### config.mk
export PLATFORM = sky130hd
export DESIGN_NAME = prog_loader
export DESIGN_NICKNAME = d
export VERILOG_FILES = /design/src/rtl/prog_loader.sv
export SDC_FILE = /design/constraint.sdc
export NUM_CORES = 1
export LEC_CHECK = 0
export BUFFER_PORTS_ARGS = -buffer_cell sky130_fd_sc_hd__buf_2
export CAP_MARGIN = 0
export CORE_UTILIZATION = 60
export DETAILED_ROUTE_END_ITERATION = 8
export PLACE_DENSITY = 0.93
export SYNTH_ARGS = -nofsm -noshare
export SYNTH_HDL_FRONTEND = slang
export SYNTH_SLANG_ARGS = --single-unit
### constraint.sdc
create_clock -name clk -period 3.4 [get_ports clk]
set_input_delay 0.51 -clock clk [delete_from_list [all_inputs] [get_ports clk]]
set_output_delay 0.51 -clock clk [all_outputs]
set_load 0.02 [all_outputs]
### src/rtl/prog_loader.sv
// Two-wire serial programming port for program memory: shifts in commands and
// data frames, writes or reads instruction words, and holds the core in reset.
module prog_loader #(
    parameter int INST_WIDTH = 12,
    parameter int ADDR_WIDTH = 9,
    parameter int CMD_BITS   = 6,
    parameter int FRAME_BITS = 16
) (
    input  logic                  clk,
    input  logic                  rst_n,
    input  logic                  pgmEn,
    input  logic                  pgmClk,
    input  logic                  pgmDataIn,
    output logic                  pgmDataOut,
    output logic                  pgmDataOe,
    output logic                  cpuHold,
    output logic                  memWe,
    output logic [ADDR_WIDTH-1:0] memAddr,
    output logic [INST_WIDTH-1:0] memWData,
    input  logic [INST_WIDTH-1:0] memRData,
    output logic                  busy
);

    localparam int CW = $clog2(FRAME_BITS + 1);
    localparam logic [CW-1:0] CMD_LAST   = CW'(CMD_BITS - 1);
    localparam logic [CW-1:0] FRAME_LAST = CW'(FRAME_BITS - 1);
    localparam logic [CW-1:0] FRAME_END  = CW'(FRAME_BITS);

    localparam logic [3:0] OP_LOAD = 4'h2;
    localparam logic [3:0] OP_READ = 4'h4;
    localparam logic [3:0] OP_INC  = 4'h6;
    localparam logic [3:0] OP_PROG = 4'h8;

    typedef enum logic [2:0] {IDLE, CMD, LOAD, READ, WRITE} state_t;

    state_t state, nextState;

    logic [1:0]            enSync, clkSync, dataSync;
    logic                  enPrev, clkPrev;
    logic                  enLvl, enRise, clkRise, clkFall, dataBit;
    logic [CW-1:0]         bitCnt;
    logic [CMD_BITS-2:0]   cmdSh;
    logic [FRAME_BITS-3:0] frameSh;
    logic [FRAME_BITS-1:0] rdSh;
    logic [ADDR_WIDTH-1:0] addr;
    logic [INST_WIDTH-1:0] dataLatch;
    logic [3:0]            opcode;
    logic                  cmdDone, loadDone, readDone;

    assign enLvl   = enSync[1];
    assign enRise  = enSync[1] & ~enPrev;
    assign clkRise = clkSync[1] & ~clkPrev;
    assign clkFall = ~clkSync[1] & clkPrev;
    assign dataBit = dataSync[1];

    // The first CMD_BITS-1 bits sit in cmdSh; the last (don't-care) bit is never stored.
    assign opcode   = cmdSh[3:0];
    assign cmdDone  = (state == CMD)  && clkRise && (bitCnt == CMD_LAST)   && enLvl;
    assign loadDone = (state == LOAD) && clkRise && (bitCnt == FRAME_LAST) && enLvl;
    assign readDone = (state == READ) && clkFall && (bitCnt == FRAME_END);

    assign memAddr  = addr;
    assign memWData = dataLatch;

    always_ff @(posedge clk or negedge rst_n) begin
        if (!rst_n) begin
            enSync   <= '0;
            clkSync  <= '0;
            dataSync <= '0;
            enPrev   <= 1'b0;
            clkPrev  <= 1'b0;
        end else begin
            enSync   <= {enSync[0], pgmEn};
            clkSync  <= {clkSync[0], pgmClk};
            dataSync <= {dataSync[0], pgmDataIn};
            enPrev   <= enSync[1];
            clkPrev  <= clkSync[1];
        end
    end

    always_ff @(posedge clk or negedge rst_n) begin
        if (!rst_n) state <= IDLE;
        else        state <= nextState;
    end

    always_comb begin
        nextState = state;
        if (state != IDLE && !enLvl) begin
            nextState = IDLE;
        end else begin
            case (state)
                IDLE:  if (enRise) nextState = CMD;
                CMD: begin
                    if (cmdDone) begin
                        case (opcode)
                            OP_LOAD: nextState = LOAD;
                            OP_READ: nextState = READ;
                            OP_PROG: nextState = WRITE;
                            default: nextState = CMD;
                        endcase
                    end
                end
                LOAD:  if (loadDone) nextState = CMD;
                READ:  if (readDone) nextState = CMD;
                WRITE: nextState = CMD;
                default: nextState = IDLE;
            endcase
        end
    end

    // Write strobe is gated by the enable level so an abort in the same cycle never writes.
    always_comb begin
        memWe     = (state == WRITE) && enLvl;
        busy      = (state == WRITE) && enLvl;
        pgmDataOe = (state == READ);
    end

    always_ff @(posedge clk or negedge rst_n) begin
        if (!rst_n) begin
            bitCnt     <= '0;
            cmdSh      <= '0;
            frameSh    <= '0;
            rdSh       <= '0;
            addr       <= '0;
            dataLatch  <= '0;
            pgmDataOut <= 1'b0;
            cpuHold    <= 1'b0;
        end else begin
            // Hold is released one clock after the FSM has settled in IDLE.
            cpuHold <= (state == IDLE) ? enRise : 1'b1;

            if (state != nextState || cmdDone) begin
                bitCnt <= '0;
            end else if (clkRise && (state == CMD || state == LOAD ||
                                     (state == READ && bitCnt != FRAME_END))) begin
                bitCnt <= bitCnt + 1'b1;
            end

            if (state == IDLE && enRise) begin
                addr <= '0;
            end else if (cmdDone && opcode == OP_INC) begin
                addr <= addr + 1'b1;
            end

            if (state == CMD && clkRise) begin
                cmdSh <= {dataBit, cmdSh[CMD_BITS-2:1]};
            end

            // frameSh drops frame bit 0, so after 15 bits it holds bits 14:1.
            if (state == LOAD && clkRise) begin
                frameSh <= {dataBit, frameSh[FRAME_BITS-3:1]};
            end
            if (loadDone) begin
                dataLatch <= frameSh[INST_WIDTH-1:0];
            end

            if (cmdDone && opcode == OP_READ) begin
                rdSh <= {{(FRAME_BITS-INST_WIDTH-1){1'b0}}, memRData, 1'b0};
            end

            if (state == READ) begin
                if (clkRise && bitCnt != FRAME_END) begin
                    pgmDataOut <= rdSh[0];
                    rdSh       <= {1'b0, rdSh[FRAME_BITS-1:1]};
                end
            end else begin
                pgmDataOut <= 1'b0;
            end
        end
    end

endmodule

## Word level (Yosys, flattened, before mapping)

Cells that the tools add are included.

- Word-level logic and storage cells: 77
- Memory bits (writable): 0
- Bits in latches: 0
- Output and inout bits: 26
- Input port bits: 17
- Memories kept: 0
- Memory bits (read-only): 0
- Register bits after elaboration: 74

- Magnitude comparators: 0
- Shift operators: 0
- Reduce and logical (&&, ||, !) cells: 24
- Eq/ne operators: 14
- Bitwise gates (word level): 6
- Multiplexer cells: 17
- Div/mod/pow operators: 0
- $mul: 0
- $add $sub $neg: 2

Operators with widths:

| operator | count |
|---|---|
| 16-bit two-way mux | 3 |
| 9-bit two-way mux | 2 |
| 1-bit logical AND | 16 |
| 3-bit two-way mux | 5 |
| 3-bit case mux with 5 select lines | 1 |
| 5-bit two-way mux | 2 |
| 9-bit by 1-bit adder with 9-bit output, second input constant | 1 |
| 3-bit case mux with 3 select lines | 1 |
| 4-bit by 3-bit equality test with 1-bit output, second input constant | 2 |
| 3-bit by 2-bit equality test with 1-bit output, second input constant | 2 |
| 5-bit by 1-bit adder with 5-bit output, second input constant | 1 |
| 5-bit by 3-bit equality test with 1-bit output, second input constant | 1 |
| 5-bit by 4-bit equality test with 1-bit output, second input constant | 1 |
| 5-bit equality test, second input constant | 1 |
| 5-bit != test, second input constant | 1 |
| 4-bit by 2-bit equality test with 1-bit output, second input constant | 1 |
| 4-bit equality test, second input constant | 1 |
| 2-bit nonzero test | 2 |
| 1-bit bitwise AND | 3 |
| 3-bit by 1-bit equality test with 1-bit output, second input constant | 1 |
| 3-bit equality test, second input constant | 1 |
| 3-bit logical NOT | 1 |
| 1-bit logical OR | 3 |
| 1-bit two-way mux | 3 |
| other kinds (5) | 7 |

## Depth between registers and ports, before layout

Gate-level depths: netlist of the first run.

- Depth in word-level cells: 11
- Depth in mapped cells: 9
- Mapped depth without buffers: 7

## Worst setup path after synthesis of the first run

OpenSTA, ideal clock, no wires.

- Kind: reg-to-reg
- From: register bitCnt[1]
- To: register addr[2], in the netlist memAddr[2]
- Setup slack: 1.449 ns
- Setup time: 0.078 ns
- Data arrival time: 1.872 ns
- Cell stages (with the launch flop): 8
- Cell sequence: dfrtp_1 inv_1 ha_1 nor4bb_1 nand4_1 buf_2 or4_1 a21oi_1

- Cells in the longest elaborated chain, start to end: 5

RTL lines:

| what | RTL line | text |
|---|---|---|
| from (decl) | 41 | `logic [CW-1:0] bitCnt;` |
| from (signal assigned) | 136 | `bitCnt <= bitCnt + 1'b1;` |
| 5-bit by 3-bit equality test with 1-bit output | 58 | `assign cmdDone = (state == CMD) && clkRise && (bitCnt == CMD_LAST) && enLvl;` |
| 1-bit logical AND (2 in a row) | 58 |  |
| 1-bit logical AND | 141 | `end else if (cmdDone && opcode == OP_INC) begin` |
| 2-bit nonzero test (no line) | -- |  |
| to (signal assigned) | 142 | `addr <= addr + 1'b1;` |
| to (decl) | 45 | `logic [ADDR_WIDTH-1:0] addr;` |

No other way between the ends.
A chain may end at the register's enable or synchronous reset.

## Final worst setup path of the first run

- From: register state[0]
- To: register addr[5], in the netlist memAddr[5]

- Cells in the longest elaborated chain, start to end: 6

RTL lines:

| what | RTL line | text |
|---|---|---|
| from (decl) | 36 | `state_t state, nextState;` |
| from (signal assigned) | 83 | `else state <= nextState;` |
| 3-bit by 1-bit equality test with 1-bit output | 58 |  |
| 1-bit logical AND (3 in a row) | 58 |  |
| 1-bit logical AND | 141 |  |
| 2-bit nonzero test (no line) | -- |  |

Parallel ways exist; a longest one is shown, timed or not.

==> results of run 1 <==
-- worst paths after layout --
check	startpoint	end	slack (ps)	cells after the start
max reg2reg	state[0]$_DFF_PN0_	memAddr[5]$_DFFE_PN0P_	970	4
min	rst_n	pgmDataOut$_DFFE_PN0P_	270	1
max in group asynchronous	rst_n	frameSh[11]$_DFFE_PN0N_	2460	2
min reg2reg	clkSync[0]$_DFF_PN0_	clkSync[1]$_DFF_PN0_	350	0
max	state[0]$_DFF_PN0_	memAddr[5]$_DFFE_PN0P_	970	4
min in group clk	pgmDataIn	dataSync[0]$_DFF_PN0_	270	1
-- metal layers --
layer	track usage, %	vias up	wire, um
li1	-	1110	-
met1	30.2	1123	2570
met2	35.7	66	2890
met3	7.66	12	286
met4	9.81	0	109
met5	0	-	0
-- final cells by class --
type                            count  area share [%]
Sequential cell                    74            48.8
Multi-Input combinational cell    183            35.8
Timing Repair Buffer               47            6.86
Clock buffer                       13            4.19
Tap cell                           70            2.31
Clock inverter                      3            1.22
Inverter                            8           0.792
-- where the power goes --
group,switching (W),internal [W],leakage (nW)
clock,0.000311,0.000382,0.100
combinational,0.0000626,0.0000588,0.671
sequential,0.0000488,0.000912,0.943
-- cell usage in the layout, fill, tap and decap left out, drive strengths merged, types with 2 or more instances in the layout --
master and instances:
and2 3, nor4b 2, or3 3, nor4 3, nor2b 4, buf 47, nand4 4, and4 2
mux2 32, nand3 2, o31ai 8, a22o 3, xnor2 2, ha 5, nor3 4, or4 7
clkbuf 13, and3 2, nand2 15, a21oi 26, mux2i 13, o21ai 5, nor2 17, nor4bb 2
a311oi 2, nand2b 4, inv 9, dfrtp 74, nor3b 2
-- critical path: cells and delay by family, from the launching register on --
family	cells	cell delay, ps
AO/OA/AOI/OAI	1	150
flip-flops	1	630
AND/OR/NAND/NOR	3	1590
-- state kept, by name (all words and copies together), names as in the netlist, 2 cells and up --
register / flops
frameSh: 14
rdSh: 16
enSync: 2
state: 3
bitCnt: 5
memAddr: 9
clkSync: 2
dataSync: 2
cmdSh: 5
memWData: 12
-- metrics by stage --
step	worst slack (ps)	util [%]	area (um2)	cells	total power (W)
2_1_floorplan	1450	-	3310	282	0.00105
3_3_place_gp	1110	68.9	3590	382	0.00109
3_5_place_dp	1030	68.9	3590	382	0.00110
4_1_cts	1010	72.9	3790	398	0.00180
5_1_grt	733	72.9	3790	398	0.00185
6_report	965	72.9	3790	398	0.00177
-- logic make-up after synthesis --
logic type / count (synthesis)
AO/OA/AOI/OAI: 53
XOR/XNOR: 2
adder cells (fa/ha/maj): 5
buffers and inverters: 25
flip-flops: 74
multiplexers: 45
AND/OR/NAND/NOR: 78
==> flow_metrics.py, run 1 <==
metrics = {
    "drt": {
        "route.detailed.drc": 0,
        "routed-via-count": 2311,
        "drtAntennaViolNets": 0,
        "drt_iter0_markers": 170,
        "wl_um": 5850,
        "avgViaCountPerCell": 5.81,
        "wl_per_cell_um": 14.7,
        "dr.pass1.iters": 4,
    },
    "logic_synthesis": {
        "synthXorXnorAreaFrac_pct": 0.529,
        "synth_compound_area_share_pct": 10.2,
        "syn-num-nets": 304,
        "synthDistinctLibCells": 44,
        "netlist_area_um2": 3310,
        "ys_ff_latch": 74,
        "synth_edf_count": 0,
        "async_flop_share_pct": 100,
        "synth_adder_area_share_pct": 1.89,
        "syn_inst": 282,
        "synth.area.mux_share_pct": 14.8,
        "synth_top_area_share_pct": 55.9,
        "synth.most_common_cell": "dfrtp_1",
        "ys_seq_area_share_pct": 55.9,
        "synth_top_area_cell": "dfrtp_1",
        "ys_top_cells_by_count": "74 x dfrtp_1, 32 x mux2_2, 26 x a21oi_1, 17 x nor2_1, 15 x nand2_1",
        "synth_top_family_by_area": "multiplexers",
        "synthSimpleGateAreaFrac_pct": 13.5,
        "synth-main-ff-cell": "dfrtp_1",
        "synth_area_per_cell_um2": 11.7,
        "synthTopCellsByArea": "dfrtp_1 56%, mux2_2 11%, a21oi_1 3.9%, mux2i_1 3.9%, nor2_1 1.9%",
        "ys.warnings.count": 0,
    },
    "floorplan": {
        "start_util_pct": 63.6,
        "die_w_um": 76.3,
        "die_area_um2": 5820,
        "design.core.area_um2": 5200,
        "row_count": 26,
        "ioPinCount": 43,
        "die_h_um": 76.3,
    },
    "setup_path": {
        "cp-end-kind": "flip-flop",
        "cp_data_required_time_ps": 3670,
        "arrival_ps": 2710,
        "path_cells": "nor3b_2, nand4_1, or4_1, a21oi_1",
        "cp_max_fo": 16,
        "slowest_stage": "or4_1",
        "critPathKind": "flip-flop to flip-flop",
        "cp-start-kind": "flip-flop",
        "cpPeakStageDelay_ps": 700,
    },
    "pwr": {
        "ir_worst_vdd_v": 0.000386,
        "p_per_area_nw_per_um2": 468,
        "p_leak_nw": 1.71,
    },
    "sta": {
        "hold_ws_ps": 266,
        "setup_viol": 0,
        "finalHoldViolations": 0,
        "final.setup.tns_ps": 0,
        "fmax_mhz": 411,
        "rsz0062_at_grt": "false",
        "tightest_slew_ps": 855,
        "final_max_slew_viol_count": 0,
        "layout_min_cycle_time_ps": 2430,
        "finalClockSkew_ps": 11.0,
        "fin_crit_sh_pct": 71.6,
        "slew_headroom_pct": 43.0,
    },
    "clocking": {
        "cts_resized": 0,
        "clock-root-buffer": "clkbuf_8",
        "worstSkewPairLatency_ps": 350,
        "cts.htree.levels": 3,
        "numCtsBuffers": 9,
        "clkTransAtPathRegs_ps": 80,
        "cts_tree": "done",
        "hold_buffers": 0,
        "cts_buffer_depth": 2,
        "cts_setup_buffers": 0,
        "cts_sinks": 74,
    },
    "final_layout": {
        "num_antenna_cells": 0,
        "drive_gt1_share_pct": 29.6,
        "multi_input_area_um2": 1360,
        "final.fill_count": 365,
        "ff_latch_area_um2": 1850,
        "final_nets": 345,
        "synthToLayoutAreaGrowth_pct": 14.6,
    },
    "global_routing": {
        "overflow": 0,
        "grt_start_max_net_pins": 39,
        "grt_usage_pct": 23.1,
        "grt_pass1_wl_um": 10400,
        "grt_pass1_vias": 2269,
        "antenna_found_initial": 0,
    },
    "placement": {
        "dp_hpwl_um": 4040,
        "globalplace.congestion": 0.797,
        "port_buffers": 42,
    },
    "hold_path": {
        "hold_path_class": "input port to asynchronous set/reset pin",
    },
    "flow_run": {
        "cap_violations": 0,
    },
    "status": {
        "outcome": "completed",
    },
}
(Power assumes the default switching activity.)
==> inputs of run 2 (changes only) <==
CORE_UTILIZATION = 52   (was 60)
PLACE_DENSITY = 0.87   (was 0.93)
clock period = 2.02 ns   (was 3.4 ns; I/O delays follow)
==> flow_metrics.py, run 2 (synthesis gave the netlist of run 1 again) <==
metrics = {
    "setup_path": {
        "worst_r2r_endpoint": "bitCnt[3]$_DFFE_PN0P_",
        "rr_worst_depth": 6,
        "cp-end-kind": "flip-flop",
        "critPathKind": "flip-flop to flip-flop",
        "cpPeakStageDelay_ps": 430,
        "r2r_setup_slack_ps": 40,
        "cp_max_fo": 6,
        "arrival_ps": 2240,
        "rr_startpoint": "bitCnt[0]$_DFFE_PN0P_",
        "cp_data_required_time_ps": 2280,
        "slowest_stage": "a311o_1",
        "cp-start-kind": "flip-flop",
        "path_cells": "inv_1, ha_1, nor4bb_2, a311o_1, or3_1, a21oi_1",
    },
    "pwr": {
        "p_leak_nw": 1.80,
        "p_per_area_nw_per_um2": 807,
        "ir_worst_vdd_v": 0.000600,
    },
    "floorplan": {
        "die_h_um": 81.8,
        "die_w_um": 81.8,
        "start_util_pct": 54.9,
        "row_count": 28,
        "ioPinCount": 43,
        "die_area_um2": 6690,
        "design.core.area_um2": 6030,
    },
    "drt": {
        "wl_um": 6480,
        "route.detailed.drc": 0,
        "routed-via-count": 2425,
        "drtAntennaViolNets": 0,
        "dr.pass1.iters": 4,
        "wl_per_cell_um": 15.6,
        "avgViaCountPerCell": 5.84,
        "drt_iter0_markers": 168,
    },
    "sta": {
        "rsz0062_at_grt": "true",
        "hold_ws_ps": 58.6,
        "final_max_slew_viol_count": 0,
        "fin_crit_sh_pct": 98.1,
        "finalHoldViolations": 0,
        "worst_slack_ps": 38.3,
        "slew_headroom_pct": 70.6,
        "tightest_slew_ps": 440,
        "setup_viol": 0,
        "finalClockSkew_ps": 11.4,
        "fmax_mhz": 505,
        "layout_min_cycle_time_ps": 1980,
    },
    "final_layout": {
        "top_register": "rdSh",
        "final_common_cell": "dfrtp_1",
        "drive_gt1_share_pct": 34.4,
        "final.fill_count": 428,
        "largest_reg_flops": 16,
        "synthToLayoutAreaGrowth_pct": 20.9,
        "final_nets": 358,
        "stdcell_count": 415,
        "layout_common_cells": "74 x dfrtp_1, 42 x buf_2, 32 x mux2_2",
        "num_antenna_cells": 0,
    },
    "placement": {
        "port_buffers": 42,
        "dp_hpwl_um": 4020,
        "placedCellCount": 398,
        "dp_slack_ps": -12.2,
        "globalplace.congestion": 0.815,
    },
    "clocking": {
        "clock-root-buffer": "clkbuf_8",
        "worstSkewPairLatency_ps": 350,
        "cts_setup_buffers": 0,
        "clkTransAtPathRegs_ps": 70,
        "cts_buffer_depth": 2,
        "cts_sinks": 74,
        "cts.htree.levels": 3,
        "cts_tree": "done",
        "numCtsBuffers": 9,
    },
    "global_routing": {
        "grt_usage_pct": 19.2,
        "grt_pass1_wl_um": 9500,
        "antenna_found_initial": 0,
        "grt_start_max_net_pins": 75,
        "grt_pass1_vias": 2145,
        "overflow": 0,
    },
    "status": {
        "outcome": "completed",
    },
    "hold_path": {
        "hold_path_class": "input port to flip-flop",
        "worstHoldStart": "pgmEn",
        "hold_depth": 1,
        "hold_end": "enSync[0]$_DFF_PN0_",
    },
    "flow_run": {
        "cap_violations": 0,
    },
}
[run 2: worst max-delay path by stage]
stage                               start                      to  cells after the start
global route        bitCnt[0]$_DFFE_PN0P_   bitCnt[3]$_DFFE_PN0P_                      6
CTS                 bitCnt[1]$_DFFE_PN0P_  memAddr[3]$_DFFE_PN0P_                      7
floorplan           bitCnt[1]$_DFFE_PN0P_  memAddr[2]$_DFFE_PN0P_                      7
finish              bitCnt[0]$_DFFE_PN0P_   bitCnt[3]$_DFFE_PN0P_                      6
global placement    bitCnt[1]$_DFFE_PN0P_  memAddr[8]$_DFFE_PN0P_                      7
detailed placement  bitCnt[1]$_DFFE_PN0P_  memAddr[6]$_DFFE_PN0P_                      7
[run 2: layer usage]
metal	up-vias	wire, um	track usage, %
met5	-	0	0
met4	0	165	10.5
met3	18	277	4.56
met2	65	3300	29.9
met1	1207	2740	24.5
li1	1135	-	-
[run 2: per-stage QoR]
stage	TNS (ps)	util, %	cell area, um2	total power (W)
after floorplan	0	-	3310	0.00176
after CTS	0	65.6	3950	0.00323
after global routing	-589	66.4	4000	0.00334
final	0	66.4	4000	0.00323
after global placement	0	61.2	3690	0.00185
after detailed placement	-14.2	61.2	3690	0.00187
[run 2: final cells by class]
type / instances / area, um2 / share of cell area (%)
multi-input combinational: 183 / 1400 / 35.1
timing repair buffer: 60 / 384 / 9.60
inverter: 8 / 30.0 / 0.750
clock inverter: 6 / 114 / 2.85
tap: 75 / 93.8 / 2.35
sequential: 74 / 1850 / 46.3
clock buffer: 9 / 124 / 3.10
[run 2: power breakdown]
group          internal, W  switching, W  total, W
registers          0.00153     0.0000871   0.00162
logic             0.000114      0.000128  0.000241
clock network     0.000817      0.000551   0.00137
[run 2: repair_timing]
| item | CTS | global route |
|---|---|---|
| setup endpoints to repair | 6 | 35 |
| endpoints found under the hold margin | 70 | 0 |
| hold buffers | 1 | 0 |
| gates resized for setup | 2 | 14 |
| cloned | 0 | 1 |
| pin swaps | 0 | 1 |
[run 2: critical path, delay by kind of cell, from the launching register on]
family,cells,cell delay [ps]
buffers and inverters,1,90
AO/OA/AOI/OAI,2,610
adder cells (fa/ha/maj),1,210
flip-flops,1,410
AND/OR/NAND/NOR,2,560
